===== src/rtl/display_scheduler.sv =====
// display_scheduler: shares the digit display path between four measurement sources
// (hex, ADC average, distance, voltage). Debounces the mode button, optionally
// auto-cycles modes on a dwell timer and latches the selected source's BCD word.
//
// Build option: define DISPLAY_SCHED_AUTO_EN to build the dwell timer and auto-cycle.
// Without it, auto_en is ignored and only button presses advance the mode.
//
// state  | meaning
// S_WAIT | mode just entered (or reset); data=0, data_valid=0, waiting for first strobe
// S_SHOW | a word from the current source is latched; refreshed on strobes unless hold
module display_scheduler #(
   parameter int DEBOUNCE_CYCLES = 1_000_000,
   parameter int DWELL_CYCLES    = 100_000_000
) (
   input  logic        clk,
   input  logic        reset_n,
   input  logic        btn_n,
   input  logic        auto_en,
   input  logic        hold,
   input  logic [63:0] src_data,
   input  logic [3:0]  src_valid,
   output logic [1:0]  select,
   output logic [15:0] data,
   output logic        data_valid,
   output logic        mode_change
);

   localparam int DB_W = (DEBOUNCE_CYCLES > 2) ? $clog2(DEBOUNCE_CYCLES) : 1;
   localparam logic [DB_W-1:0] DB_LAST = DB_W'(DEBOUNCE_CYCLES - 1);

   typedef enum logic {S_WAIT, S_SHOW} state_t;

   logic [1:0]      sync_q;
   logic            btn_acc_q, btn_acc_d;
   logic [DB_W-1:0] db_cnt_q, db_cnt_d;
   logic            press_q, press_d;
   logic            dwell_evt;
   logic            advance;

   state_t          state_q;
   logic [1:0]      select_q;
   logic [15:0]     data_q;
   logic            data_valid_q;
   logic            mode_change_q;

   logic [15:0]     src_word;
   logic            src_strobe;

   // Two-flop synchronizer; idle level of the button is high
   always_ff @(posedge clk or negedge reset_n) begin
      if (!reset_n) sync_q <= 2'b11;
      else          sync_q <= {sync_q[0], btn_n};
   end

   // Debounce: count consecutive disagreeing cycles; flip accepted level on the last one.
   // A 1->0 flip is a press; it is registered, so the mode advances one edge later.
   always_comb begin
      db_cnt_d  = db_cnt_q;
      btn_acc_d = btn_acc_q;
      press_d   = 1'b0;
      if (sync_q[1] == btn_acc_q) begin
         db_cnt_d = '0;
      end else if (db_cnt_q == DB_LAST) begin
         db_cnt_d  = '0;
         btn_acc_d = ~btn_acc_q;
         press_d   = btn_acc_q;
      end else begin
         db_cnt_d = db_cnt_q + 1'b1;
      end
   end

   // Debounce state registers
   always_ff @(posedge clk or negedge reset_n) begin
      if (!reset_n) begin
         btn_acc_q <= 1'b1;
         db_cnt_q  <= '0;
         press_q   <= 1'b0;
      end else begin
         btn_acc_q <= btn_acc_d;
         db_cnt_q  <= db_cnt_d;
         press_q   <= press_d;
      end
   end

`ifdef DISPLAY_SCHED_AUTO_EN
   localparam int DW_W = (DWELL_CYCLES > 2) ? $clog2(DWELL_CYCLES) : 1;
   localparam logic [DW_W-1:0] DW_LAST = DW_W'(DWELL_CYCLES - 1);

   logic [DW_W-1:0] dwell_cnt_q, dwell_cnt_d;

   assign dwell_evt = auto_en && (dwell_cnt_q == DW_LAST);

   // Dwell counter: idle at 0 when auto-cycle is off; any advance restarts the dwell
   always_comb begin
      dwell_cnt_d = dwell_cnt_q + 1'b1;
      if (!auto_en || advance) dwell_cnt_d = '0;
   end

   // Dwell counter register
   always_ff @(posedge clk or negedge reset_n) begin
      if (!reset_n) dwell_cnt_q <= '0;
      else          dwell_cnt_q <= dwell_cnt_d;
   end
`else
   logic unused_auto_en;
   assign unused_auto_en = auto_en ^ (DWELL_CYCLES == 0);
   assign dwell_evt      = 1'b0;
`endif

   // A press and a dwell expiry on the same edge collapse into one advance
   assign advance    = press_q | dwell_evt;
   assign src_word   = src_data[{select_q, 4'b0000} +: 16];
   assign src_strobe = src_valid[select_q];

   // Mode select and data FSM; an advance always wins over a same-edge strobe
   always_ff @(posedge clk or negedge reset_n) begin
      if (!reset_n) begin
         state_q       <= S_WAIT;
         select_q      <= 2'b00;
         data_q        <= 16'h0000;
         data_valid_q  <= 1'b0;
         mode_change_q <= 1'b0;
      end else begin
         mode_change_q <= advance;
         if (advance) begin
            select_q     <= select_q + 2'd1;
            state_q      <= S_WAIT;
            data_q       <= 16'h0000;
            data_valid_q <= 1'b0;
         end else begin
            case (state_q)
               S_WAIT: begin
                  if (src_strobe) begin
                     data_q       <= src_word;
                     data_valid_q <= 1'b1;
                     state_q      <= S_SHOW;
                  end
               end
               S_SHOW: begin
                  if (src_strobe && !hold) data_q <= src_word;
               end
               default: begin
                  state_q      <= S_WAIT;
                  data_q       <= 16'h0000;
                  data_valid_q <= 1'b0;
               end
            endcase
         end
      end
   end

   assign select      = select_q;
   assign data        = data_q;
   assign data_valid  = data_valid_q;
   assign mode_change = mode_change_q;

endmodule


===== config.mk =====
export PLATFORM = sky130hd
export DESIGN_NAME = display_scheduler
export DESIGN_NICKNAME = d
export VERILOG_FILES = /design/src/rtl/display_scheduler.sv
export SDC_FILE = /design/constraint.sdc
export NUM_CORES = 1
export LEC_CHECK = 0
export CORE_UTILIZATION = 40
export CTS_BUF_LIST = sky130_fd_sc_hd__clkbuf_8
export CTS_CLUSTER_DIAMETER = 40
export DETAILED_ROUTE_END_ITERATION = 16
export MAX_ROUTING_LAYER = met4
export PLACE_DENSITY_LB_ADDON = 0.1
export SLEW_MARGIN = 20
export SYNTH_ARGS = -nofsm -noshare
export SYNTH_HDL_FRONTEND = slang
export SYNTH_SLANG_ARGS = --single-unit

===== constraint.sdc =====
create_clock -name clk -period 3.4 [get_ports clk]
set_input_delay 0.51 -clock clk [delete_from_list [all_inputs] [get_ports clk]]
set_output_delay 0.51 -clock clk [all_outputs]
set_load 0.02 [all_outputs]

; After elaboration in Yosys (flattened, before gate mapping)
; Cells that the tools add are included.
[word_totals]
reg_bits = 45
output_inout_bits = 20
[op_classes]
n_reduce_logical = 6
bitwise = 3
n_eq_ne = 5
order_cmp = 1
n_shift = 1
muxes = 16
add_sub_neg = 2
[op_table]
columns = op, count
row1 = $shiftx 64x7->16, 1
row2 = $mux 16, 3
row3 = $mux 20, 2
row4 = $pmux 16 s2, 1
row5 = $add 20x1->20 const B, 1
row6 = $eq 20x20->1 const B, 1
row7 = $mux 1, 9
row8 = $reduce_and 2->1, 3
row9 = $lt 2x3->1 const B, 1
row10 = $ne 3x2->1 const B, 1
row11 = $ne 3x3->1 const B, 1
row12 = $not 1->1, 3
row13 = $add 2x1->2 const B, 1
row14 = $bmux 1 s2, 1
row15 = $ne 2x2->1 const B, 1
row16 = $reduce_bool 2->1, 1
row17 = $eq 1x1->1, 1
row18 = $logic_and 1x1->1, 1
row19 = $logic_not 1->1, 1

; Longest topological paths before layout
[depth]
depth_word = 6
mapped_depth = 6
depth_no_buf = 5

; Worst setup path before layout
; No wires, ideal clock.
[synth_timing]
path_kind = reg2reg
start = reg select_q[0] (netlist: select[0])
end = reg data_q[10] (netlist: data[10])
path_slack_ns = 1.278
n_path_buf = 2
synth_period_minus_slack_ns = 2.122
stages_incl_launch_ff = 5
t_arrival_ns = 2.001
path_cell_list = dfrtp_1 -> buf_2 -> buf_1 -> mux4_2 -> a22o_1
[synth_via]
elab_chain_cells = 5
elab_cells_between_ends = 11
cone_classes = 2 x eq/ne / 1 x shift / 6 x mux / 2 x reduce/logical
[synth_rtl]
columns = item, line_no
row1 = start: declaration, 41  ; logic [1:0] select_q;
row2 = start signal: assignment, 126  ; select_q <= select_q + 2'd1;
row3 = "parallel branches: the longest is 5 deep, another holds $shiftx 64x7->16", -
row4 = end signal: assignment, 134  ; data_q <= src_word;
row5 = end signal: assignment, 140  ; if (src_strobe && !hold) data_q <= src_word;
row6 = end: declaration, 42  ; logic [15:0] data_q;
; Several ways; the timed one is not identified. The select of a mux whose other input is x is not followed.
; A chain may end at the register's enable or synchronous reset.

; Worst setup path in the final report
[layout_timing]
start = reg select_q[0] (netlist: select[0])
end = out select[0]
[layout_rtl]
columns = item, line_no
row1 = end: declaration, 22  ; output logic [1:0] select,
; No word-level cell between the ends.

==> out/metrics.cfg <==
[run_status]
status = completed

[drt]
remaining_drc_errors = 0
postRouteAntennaNets = 0
drtPass1Iterations = 6
routed_via_density = 5.08
drt-total-wl_um = 5080
dr_wl_met2_um = 2440
highest-signal-layer = met4
wl_per_cell_um = 14.6
met1_length_um = 2300
wl_met3_um = 279
drt_iter0_markers = 52
vias = 1772

[clock_tree]
htreeDepth = 2
clkSinkCount = 45
path_clk_slew_ns = 0.08
cts_made_buffers = 5
postCtsSetupBuffers = 0
cts.repair.resized = 0
cts_tree = yes
clockBufferDepth = 2
insertion_delay_ns = 0.29
postCtsHoldBufs = 0
root_buffer = clkbuf_8

[global_route]
grt_max_degree = 46
grt_usage = 0.196
grt-ovfl-total = 0
grt_pass1_vias = 1874
antenna_found_initial = 0
grt_pass1_wl_um = 8760

[sta]
finalWorstPathRequiredPeriod_ns = 2.21
setup_viol = 0
final.setup.tns_ns = 0
tightest_slew_ns = 0.623
relSlewSlack = 0.581
worst_clock_skew_ns = 0.00223
fin_hold_ws_ns = 0.199
max_freq_mhz = 453
timing.final.hold_violations = 0
grt_setup_unrepaired = no
drv_slew = 0
fin_crit_sh = 0.649

[synthesis]
synth_seq_area_share = 0.499
synth_largest_area_cell = dfrtp_1
synth_area_sq_mm = 0.00226
netlist_top_cells_area = dfrtp_1, mux4_2, a22o_1, xnor2_1, nor2_1
ys_types = 30
synth_cells = 181
synth_area_per_cell_sq_um = 12.5
ys_warn_count = 0
yosys.area.top_type_share = 0.464
syn_nets = 255
synth_seq_cells = 45

[placement]
gp_congestion = 0.763
port_buffers = 91
hpwl_um = 3880

[worst_setup_path]
crit_path_top_delay_cell = clkdlybuf4s50_1
critPathBufInv = 1
r2r-start = db_cnt_q[0]
r2r_end = db_cnt_q[15]
cp-start-kind = flip-flop
endpoint_kind = primary output
r2r_setup_slack_ns = 1.21
cp_data_arrival_time_ns = 1.70
critical_path_required_ns = 2.89
ff2ff_path_depth = 5
cpPeakStageDelay_ns = 0.72
path_class = flip-flop to primary output
crit_family = buffers and inverters
crit_fanout = 10
worstPathCellList = clkdlybuf4s50_1

[floorplan]
die_y_um = 77.2
dieArea_sq_mm = 0.00596
rows = 27
coreArea_sq_mm = 0.00547
initial_utilization = 0.414
die_x_um = 77.2
io_pins = 93

[final_layout]
antenna_cells = 0
drive_above_1_share = 0.126
syn_to_final_growth_pct = 47.7
nets = 350

[pwr]
leakagePower_nw = 1.29
p_per_area_mw_per_mm2 = 342
vdd_drop_max_uv = 165

[job]
max_cap_violations = 0

[worst_hold_path]
hold_path_class = input pin to async pin

## how the worst max path moves through the flow
stage / startpoint / end / slack, ns / depth (start not counted)
2_1_floorplan: select[0] / data[10] / 1.28 / 4
3_5_place_dp: src_valid[0] / data[8] / 1.13 / 6
3_3_place_gp: src_valid[0] / data[7] / 1.13 / 6
6_report: select[0] / select[0] / 1.19 / 1
5_1_grt: db_cnt_q[0] / db_cnt_q[8] / 1.03 / 5
4_1_cts: select[0] / select[0] / 1.14 / 1
## report_power, final
part           switching [mW]  leakage [nW]  internal [mW]
combinational          0.0864         0.664          0.149
sequential             0.0190         0.583          0.565
clock                   0.181        0.0416          0.142
total                   0.287          1.29          0.856
## kinds of logic after synthesis
group,Yosys count,share of synthesized area
buffers and inverters,13,0.0265
AOI/OAI and AO/OA,23,0.0840
muxes,20,0.183
xor gates and xnor gates,18,0.0697
and+or+nand+nor,61,0.132
adders and majority gates,1,0.00553
DFF,45,0.499
## metal layers
layer	global-route usage	vias up
li1	-	859
met1	0.257	847
met2	0.297	60
met3	0.0500	6
met4	0.0623	0
met5	-	-
## cells in the mapped netlist
library cell,count
a21oi_1,3
and3_1,1
nand2_1,8
or4_4,1
nor4_1,6
mux4_2,17
a31o_2,1
nor2_1,26
mux2_1,1
buf_2,3
dfstp_2,3
nor4b_1,1
mux2i_1,2
or4_1,1
buf_1,2
a22o_1,16
o21ai_0,2
clkbuf_1,1
nand3_1,5
xnor2_1,15
nor3_1,5
nand4_1,5
or4b_1,1
nand4b_1,1
buf_6,1
xor2_1,3
inv_1,6
o21ai_4,1
dfrtp_1,42
ha_1,1
## metrics by stage
| stage | util | cell area (sq um) | total power [mW] | instances | setup slack, ns |
|---|---|---|---|---|---|
| detailed placement | 0.594 | 3250 | 0.833 | 341 | 1.13 |
| CTS | 0.610 | 3340 | 1.16 | 349 | 1.14 |
| global placement | 0.594 | 3250 | 0.831 | 341 | 1.13 |
| floorplan | - | 2260 | 0.677 | 181 | 1.28 |
| global route | 0.611 | 3340 | 1.20 | 349 | 1.03 |
| finish | 0.611 | 3340 | 1.14 | 349 | 1.19 |
## final cells by class
class	count	area, sq um
fillers	489	2130
repair buffers	95	938
clock buffers	5	68.8
multi-input cells	123	1070
clock inverters	3	18.8
flip-flops and latches	45	1130
well taps	72	90.1
inverters	6	22.5
## placed cells by master (no fill, tap or decap)
master           count
clkdlybuf4s50_1     90
dfrtp_1             42
nor2_1              26
mux4_2              17
a22o_1              16
xnor2_1             15
nand2_1              8
inv_1                7
nor4_1               6
nand3_1              5
nand4_1              5
nor3_1               5
clkbuf_8             5
buf_4                5
xor2_1               3
a21oi_1              3
dfstp_2              3
mux2i_1              2
o21ai_0              2
clkinvlp_4           2
a31o_2               1
or4_1                1
or4b_1               1
or4_4                1
and3_1               1
nand4b_1             1
o21ai_4              1
nor4b_1              1
mux2_1               1
ha_1                 1
## sequential cells by signal (all words and copies together), names as in the netlist
signal and flops:
db_cnt_q 20, state_q 1, mode_change 1, sync_q 2, data 16, data_valid 1, advance 1, btn_acc_q 1
select 2
(Power assumes the default switching activity.)
